===== config.mk =====
export PLATFORM = sky130hd
export DESIGN_NAME = id_ex_stage
export DESIGN_NICKNAME = d
export VERILOG_FILES = /design/src/rtl/id_ex_stage.sv
export SDC_FILE = /design/constraint.sdc
export NUM_CORES = 1
export LEC_CHECK = 0
export CAP_MARGIN = 5
export CORE_AREA = 2 2 134 136
export CTS_BUF_LIST = sky130_fd_sc_hd__clkbuf_4
export DETAILED_ROUTE_END_ITERATION = 10
export DIE_AREA = 0 0 136 138
export DONT_BUFFER_PORTS = 1
export PLACE_DENSITY = 0.51
export SLEW_MARGIN = 40
export SYNTH_ARGS = -nofsm -noshare
export SYNTH_HDL_FRONTEND = slang
export SYNTH_SLANG_ARGS = --single-unit

===== constraint.sdc =====
create_clock -name clk -period 2.27 [get_ports clk]
set_input_delay 0.3405 -clock clk [delete_from_list [all_inputs] [get_ports clk]]
set_output_delay 0.3405 -clock clk [all_outputs]
set_load 0.02 [all_outputs]

===== src/rtl/id_ex_stage.sv =====
// ID/EX pipeline register for the five-stage RISC-V core.
// Captures the decoded instruction word into the EX stage. Detects the
// single-cycle load-use hazard and turns an EX redirect into a flush bubble.
// Two saturating counters record hazard bubbles and flush bubbles.
module id_ex_stage #(
    parameter int XLEN  = 32,
    parameter int CNT_W = 16
) (
    input  logic             clk,
    input  logic             rst,

    // Decoded instruction from ID
    input  logic             id_valid,
    input  logic [XLEN-1:0]  id_pc,
    input  logic [XLEN-1:0]  id_rs1_data,
    input  logic [XLEN-1:0]  id_rs2_data,
    input  logic [XLEN-1:0]  id_imm_val,
    input  logic [4:0]       id_rs1,
    input  logic [4:0]       id_rs2,
    input  logic [4:0]       id_rd,
    input  logic             id_rs1_read,
    input  logic             id_rs2_read,
    input  logic [3:0]       id_aluCont,
    input  logic             id_rdEn,
    input  logic             id_DMwriteEn,
    input  logic             id_DMread,
    input  logic             id_rdmuxSel,
    input  logic             id_alumux1sel,
    input  logic             id_alumux2sel,
    input  logic             id_pcloadEn,

    // Taken branch / jump resolved in EX
    input  logic             ex_redirect,

    // EX-stage register contents
    output logic             ex_valid,
    output logic [XLEN-1:0]  ex_pc,
    output logic [XLEN-1:0]  ex_rs1_data,
    output logic [XLEN-1:0]  ex_rs2_data,
    output logic [XLEN-1:0]  ex_imm_val,
    output logic [4:0]       ex_rs1,
    output logic [4:0]       ex_rs2,
    output logic [4:0]       ex_rd,
    output logic [3:0]       ex_aluCont,
    output logic             ex_rdEn,
    output logic             ex_DMwriteEn,
    output logic             ex_DMread,
    output logic             ex_rdmuxSel,
    output logic             ex_alumux1sel,
    output logic             ex_alumux2sel,
    output logic             ex_pcloadEn,

    // Hazard stall towards IF and IF/ID
    output logic             stall,

    // Saturating bubble counters
    output logic [CNT_W-1:0] stall_count,
    output logic [CNT_W-1:0] flush_count
);

    // One complete EX-stage word. An all-zero value is the canonical bubble.
    typedef struct packed {
        logic            valid;
        logic [XLEN-1:0] pc;
        logic [XLEN-1:0] rs1_data;
        logic [XLEN-1:0] rs2_data;
        logic [XLEN-1:0] imm_val;
        logic [4:0]      rs1;
        logic [4:0]      rs2;
        logic [4:0]      rd;
        logic [3:0]      alu_cont;
        logic            rd_en;
        logic            dm_write_en;
        logic            dm_read;
        logic            rdmux_sel;
        logic            alumux1_sel;
        logic            alumux2_sel;
        logic            pcload_en;
    } ex_word_t;

    localparam logic [CNT_W-1:0] CNT_MAX = '1;

    ex_word_t         ex_q;
    ex_word_t         ex_d;
    ex_word_t         id_word;

    logic [CNT_W-1:0] stall_cnt_q;
    logic [CNT_W-1:0] stall_cnt_d;
    logic [CNT_W-1:0] flush_cnt_q;
    logic [CNT_W-1:0] flush_cnt_d;

    logic             rs1_used;
    logic             rs2_used;
    logic             rs1_match;
    logic             rs2_match;
    logic             hazard;

    // Assemble the incoming word; an invalid slot keeps its payload but can
    // never write the register file, memory or the PC.
    always_comb begin
        id_word             = '0;
        id_word.valid       = id_valid;
        id_word.pc          = id_pc;
        id_word.rs1_data    = id_rs1_data;
        id_word.rs2_data    = id_rs2_data;
        id_word.imm_val     = id_imm_val;
        id_word.rs1         = id_rs1;
        id_word.rs2         = id_rs2;
        id_word.rd          = id_rd;
        id_word.alu_cont    = id_aluCont;
        id_word.rd_en       = id_rdEn      & id_valid;
        id_word.dm_write_en = id_DMwriteEn & id_valid;
        id_word.dm_read     = id_DMread    & id_valid;
        id_word.rdmux_sel   = id_rdmuxSel;
        id_word.alumux1_sel = id_alumux1sel;
        id_word.alumux2_sel = id_alumux2sel;
        id_word.pcload_en   = id_pcloadEn  & id_valid;
    end

    // Load-use detection: a load in EX whose destination is read by ID.
    // Stores read rs2 as their data operand even if the decoder flag is low.
    always_comb begin
        rs1_used  = id_rs1_read;
        rs2_used  = id_rs2_read | id_DMwriteEn;
        rs1_match = rs1_used & (id_rs1 == ex_q.rd);
        rs2_match = rs2_used & (id_rs2 == ex_q.rd);
        hazard    = id_valid & ex_q.valid & ex_q.dm_read &
                    (ex_q.rd != 5'd0) & (rs1_match | rs2_match);
    end

    // A redirect squashes the held instruction, so it also cancels the stall.
    assign stall = hazard & ~ex_redirect;

    // Next EX word and counters: redirect beats hazard beats normal load.
    always_comb begin
        ex_d        = id_word;
        stall_cnt_d = stall_cnt_q;
        flush_cnt_d = flush_cnt_q;
        if (ex_redirect) begin
            ex_d = '0;
            if (flush_cnt_q != CNT_MAX) begin
                flush_cnt_d = flush_cnt_q + 1'b1;
            end
        end else if (hazard) begin
            ex_d = '0;
            if (stall_cnt_q != CNT_MAX) begin
                stall_cnt_d = stall_cnt_q + 1'b1;
            end
        end
    end

    // EX register and counters, cleared by synchronous reset.
    always_ff @(posedge clk) begin
        if (rst) begin
            ex_q        <= '0;
            stall_cnt_q <= '0;
            flush_cnt_q <= '0;
        end else begin
            ex_q        <= ex_d;
            stall_cnt_q <= stall_cnt_d;
            flush_cnt_q <= flush_cnt_d;
        end
    end

    assign ex_valid      = ex_q.valid;
    assign ex_pc         = ex_q.pc;
    assign ex_rs1_data   = ex_q.rs1_data;
    assign ex_rs2_data   = ex_q.rs2_data;
    assign ex_imm_val    = ex_q.imm_val;
    assign ex_rs1        = ex_q.rs1;
    assign ex_rs2        = ex_q.rs2;
    assign ex_rd         = ex_q.rd;
    assign ex_aluCont    = ex_q.alu_cont;
    assign ex_rdEn       = ex_q.rd_en;
    assign ex_DMwriteEn  = ex_q.dm_write_en;
    assign ex_DMread     = ex_q.dm_read;
    assign ex_rdmuxSel   = ex_q.rdmux_sel;
    assign ex_alumux1sel = ex_q.alumux1_sel;
    assign ex_alumux2sel = ex_q.alumux2_sel;
    assign ex_pcloadEn   = ex_q.pcload_en;

    assign stall_count   = stall_cnt_q;
    assign flush_count   = flush_cnt_q;

endmodule


# Yosys cells after proc, flatten, opt, wreduce, memory -nomap -nowiden

Cells that the tools add are included.

Bits in registers: 187
Input port bits: 160
Output and inout port bits: 188
Logic and storage cells: 42

Add/sub/neg operators: 2
Eq/ne operators: 4
Bitwise gates (word level): 14
Reductions and logical operators: 4

Operators with widths:

| kind                                                            | number |
|---|---|
| 16-bit by 1-bit adder with 16-bit output, second input constant | 2 |
| 16-bit != test, second input constant                           | 2 |
| 1-bit AND                                                       | 11 |
| 5-bit equality test                                             | 2 |
| 5-bit nonzero test                                              | 1 |
| 3-bit AND reduction                                             | 1 |
| 3-bit OR reduction                                              | 1 |
| 1-bit bitwise OR                                                | 2 |
| 2-bit AND reduction                                             | 1 |
| 1-bit inverter                                                  | 1 |

# Logic depth before layout (Yosys ltp)

Word-level depth: 5
Gate-level depth with buffers: 7

# Least setup slack after synthesis

No wires, ideal clock.

Path kind: register to register
Start: reg stall_cnt_q[0], in the netlist stall_count[0]
End: reg stall_cnt_q[10], in the netlist stall_count[10]
Library setup time: 0.123 ns
Arrival: 1.985 ns
Path slack: 0.162 ns
Cell stages (with the launch flop): 8
Path buffers: 1
Clock period less this slack: 2.108 ns
Cell sequence: dfxtp_1 > ha_1 > nand3_1 > or4_1 > nand2_2 > buf_6 > nor4_1 > mux2_1

Word-level cells in the longest chain between the ends: 2
Elaborated cells between the ends (all ways): 3
Classes of those cells: add/sub: 1; eq/ne: 1; reduce/logical: 1

RTL lines:

| item                                                                                             | RTL line | text |
|---|---|---|
| from (decl)                                                                                      | 87       | `logic [CNT_W-1:0] stall_cnt_q;` |
| from (signal assigned)                                                                           | 160      | `stall_cnt_q <= stall_cnt_d;` |
| parallel branches: the longest is 2 deep, another holds 16-bit by 1-bit adder with 16-bit output | n/a      |  |

Parallel ways; which one is timed is not known.
A chain may end at the register's enable or synchronous reset.

# Final worst setup path

Start: reg ex_q (netlist bit ex_rd[3])
End: out stall

Word-level cells in the longest chain between the ends: 5
Elaborated cells between the ends (all ways): 9
Classes of those cells: eq/ne: 2; bitwise: 6; reduce/logical: 1

RTL lines:

| item                                   | RTL line | text |
|---|---|---|
| from (decl)                            | 83       | `ex_word_t ex_q;` |
| from (signal assigned)                 | 155      | `ex_q <= '0;` |
| from (signal assigned)                 | 159      | `ex_q <= ex_d;` |
| 5-bit equality test (on tied branches) | 125, 126 |  |
| 1-bit AND (on tied branches)           | 125, 126 |  |
| 1-bit bitwise OR                       | 128      | `(ex_q.rd != 5'd0) & (rs1_match \| rs2_match);` |
| 1-bit AND (*)                          | 128      |  |
| 1-bit AND (*)                          | 132      | `assign stall = hazard & ~ex_redirect;` |
| to (decl)                              | 54       | `output logic stall,` |

Every way passes the cells marked *; elsewhere a longest branch is shown, timed or not.

==> metrics.txt <==
Worst Setup Path Type register to output pin; register area share after synthesis 61.56%; dpl cell area 6531 um^2; row cnt 49; # nets final 940; Req. time, crit path 1.93 ns; reg2reg end stall_count[6]$_SDFFE_PP0P_; dpl cells 786; vias in the first global route 4767; VDD IR max 0.0003743 V; H-tree levels 4; share of layout cells above drive strength 1 30.97%; ys flop type dfxtp_1; Num CTS Buffers 17; clock share of power 29.7%; R2R depth 9; GRT overflow 0; # IOs 348; DP Worst Slack 0.1429 ns; min-delay src rst; Netlist Area Pre-Place 6081 um^2; Comb pwr share 11.5%; TritonCTS clock tree done; Seq cells post-synth 187; Worst R2R Start ex_rd[3]$_SDFF_PP0_; max-cap violations 0; ANT nets after route 0; die height 138 um; Psw 1739 uW; Total Wirelength 21830 um; iteration-0 DRC count of the detailed router 181; crit path DAT 2.13 ns; cell accounting for the most synthesized area dfxtp_1; clk root buf clkbuf_4; Port Buffer Count 0; largest net degree at the start of global routing 80; Global Route Usage Sum 18.31%; post-synthesis async set-or-reset flop share 0%; Post-Route Utilization 54.79%; Synth-to-Final Area Change 57.98%; fin. max-slew vios 0; Switching Fraction 28.45%; Yosys warnings 0; vias per inst 4.798; slew margin rel. 71.55%; Worst-Skew Late Latency 0.56 ns; worst-path fanout max 3; crit share post-route 109.0%; dpl hpwl 11720 um; unrepaired setup endpoints after global routing true; hold depth 2; synthesized instance count 551; Hold Violations, Final 0; Design Area, Final 9607 um^2; Initial Utilization 34.68%; Cell Int Power 4374 uW; DIE AREA 18770 um^2; clock sinks 187; per-cell routed wire length 21.38 um; Power Dens Cells 636.3 nW/um^2; min cycle time layout 2.475 ns; drt first pass iters 4; gp weighted congestion 0.7832; CP startpoint kind register; vias 4899; Core Box Area 17530 um^2; global-route wire length before repair 26320 um; Clock Skews 0.02649 ns; count of different cell masters after synthesis 52; setup ws final -0.2051 ns; Post-synth EDFFs 0; Yosys top cell area share 61.56%; r2r setup slk -0.15 ns; Mapped Avg Cell Area 11.04 um^2; Finished Layout Cells 1021; leakage 0.003955 uW; final setup vio count 162; initial antenna violation count 2; Clk pin slew, worst setup/hold paths 0.15 ns; # DRC 0; status complete, but fails checks; violated checks negative setup slack; Worst Setup End Kind output pin; worst-margin pin slew 0.4262 ns; Max Fclk 404.0 MHz; Sequential Power Share 58.8%; Hold Path End stall_count[0]$_SDFFE_PP0P_; post-synth net total 713; worst hold path class input pin to register; Synth area leaders dfxtp_1, and2_1, nor2_1; clock tree buffer depth 2; Die W 136 um
## sequential cells by signal, indices dropped and copies added, names as in the netlist, 4 cells and up
| name | count |
|---|---|
| ex_imm_val | 32 |
| stall_count | 16 |
| ex_pc | 32 |
| flush_count | 16 |
| ex_aluCont | 4 |
| ex_rs1_data | 32 |
| ex_rs2_data | 32 |
| ex_rs1 | 5 |
| ex_rs2 | 5 |
| ex_rd | 5 |
## worst max-delay path by stage
stage                                           start                            to  slack, ns  cells after the start
after floorplan           stall_count[0]$_SDFFE_PP0P_  stall_count[10]$_SDFFE_PP0P_       0.16                      7
after global placement                      id_rs1[3]                         stall       0.27                      6
after detailed placement          ex_rd[3]$_SDFF_PP0_  stall_count[10]$_SDFFE_PP0P_       0.14                      6
after CTS                         ex_rd[0]$_SDFF_PP0_                         stall      -0.25                      6
after global routing              ex_rd[3]$_SDFF_PP0_                         stall      -0.34                      6
final                             ex_rd[3]$_SDFF_PP0_                         stall      -0.21                      6
## cell families (layout without fill, tap and decap cells)
kind of cell    count (synthesis)  after routing  synth area share, %
compound gates                 40             40                4.712
flops                         187            187                61.56
simple gates                  259            259                26.03
xor+xnor                       18             18                2.593
mux                            10             10                1.831
buf+inv                        35            275                2.860
fa+ha+maj                       2              2               0.4115
other cells                     0              1                    0
## cell usage in the layout (no fill, tap or decap), types with 3 or more instances in the layout
master,count
xor2_1,9
nand4_1,6
o21ai_0,3
nand2b_1,4
xnor2_1,8
mux2_4,3
clkbuf_4,18
dfxtp_1,184
buf_6,6
clkinv_8,5
buf_8,7
and2_1,53
and4_1,4
dlygate4sd3_1,158
nor4_2,6
nor3_1,6
nand3_1,11
nor2b_1,8
mux2_1,4
and2_4,99
or3_1,4
inv_6,5
or4_1,3
nor4_4,3
nand2_1,7
and3_4,3
nor2_1,28
a21oi_1,11
inv_1,6
clkbuf_16,16
buf_12,10
buf_4,37
a211oi_1,6
## power by group through the flow
| stage | Clock (uW) | Sequential, uW | Combinational [uW] |
|---|---|---|---|
| finish | 1820 | 3590 | 703 |
| global route | 2020 | 3600 | 736 |
| CTS | 1870 | 3590 | 443 |
| detailed placement | 0 | 3660 | 196 |
| global placement | 0 | 3660 | 187 |
| floorplan | 0 | 3650 | 145 |
## what timing repair did
| item | CTS | global route |
|---|---|---|
| endpoints found under the hold margin | 187 | 1 |
| setup endpoints to repair | 1 | 137 |
| setup buffers | 2 | 10 |
| pin swaps | 4 | 11 |
| hold buffers | 158 | 1 |
| resized for setup | 6 | 142 |
| gates cloned | 1 | 30 |
## synthesized netlist by cell type (3+ instances only)
cell / n
or3_1: 4
o21ai_0: 3
nor3_1: 7
nor2b_1: 8
nor4_2: 5
nand2_1: 7
nand3_1: 11
a211oi_1: 6
or4_1: 3
mux2_1: 7
and4_1: 4
xor2_1: 10
nor2_1: 28
nor4_1: 6
dfxtp_1: 187
and3_1: 4
xnor2_1: 8
and2_1: 152
inv_1: 6
nand4_1: 6
clkbuf_1: 7
buf_2: 19
nand2b_1: 4
a21oi_1: 12
## stage by stage
stage | TNS, ns | power [uW] | hold WS [ns]
floorplan | 0 | 3793 | 0.4622
global placement | 0 | 3847 | 0.4140
detailed placement | 0 | 3856 | 0.4158
CTS | -0.2522 | 5900 | 0.0003531
global route | -21.30 | 6357 | 0.03026
finish | -10.25 | 6113 | 0.06238
## per-layer routing
metal	share of wire (%)	vias to the layer above	GRT usage (%)	wire length [um]
met5	0	-	0	0
met4	3.0	0	8.224	654
met3	7.4	43	6.637	1619
met2	52	231	32.77	11270
met1	38	2345	18.90	8283
li1	-	2280	-	-
## layout make-up
class	instances	area, um^2
diodes	1	2.502
flip-flops and latches	187	3750
clock buffers	18	135.1
fillers	1477	7928
well taps	229	286.5
clock inverters	14	157.7
repair buffers	237	2720
multi-input cells	329	2532
inverters	6	22.52
## critical path, cell delays in order, from the launching register on
cell,delay [ns]
dfxtp_4,0.39
xor2_2,0.15
nor4_2,0.35
a32oi_2,0.21
buf_12,0.17
nor3_4,0.17
buf_6,0.14
(Power assumes the default switching activity.)
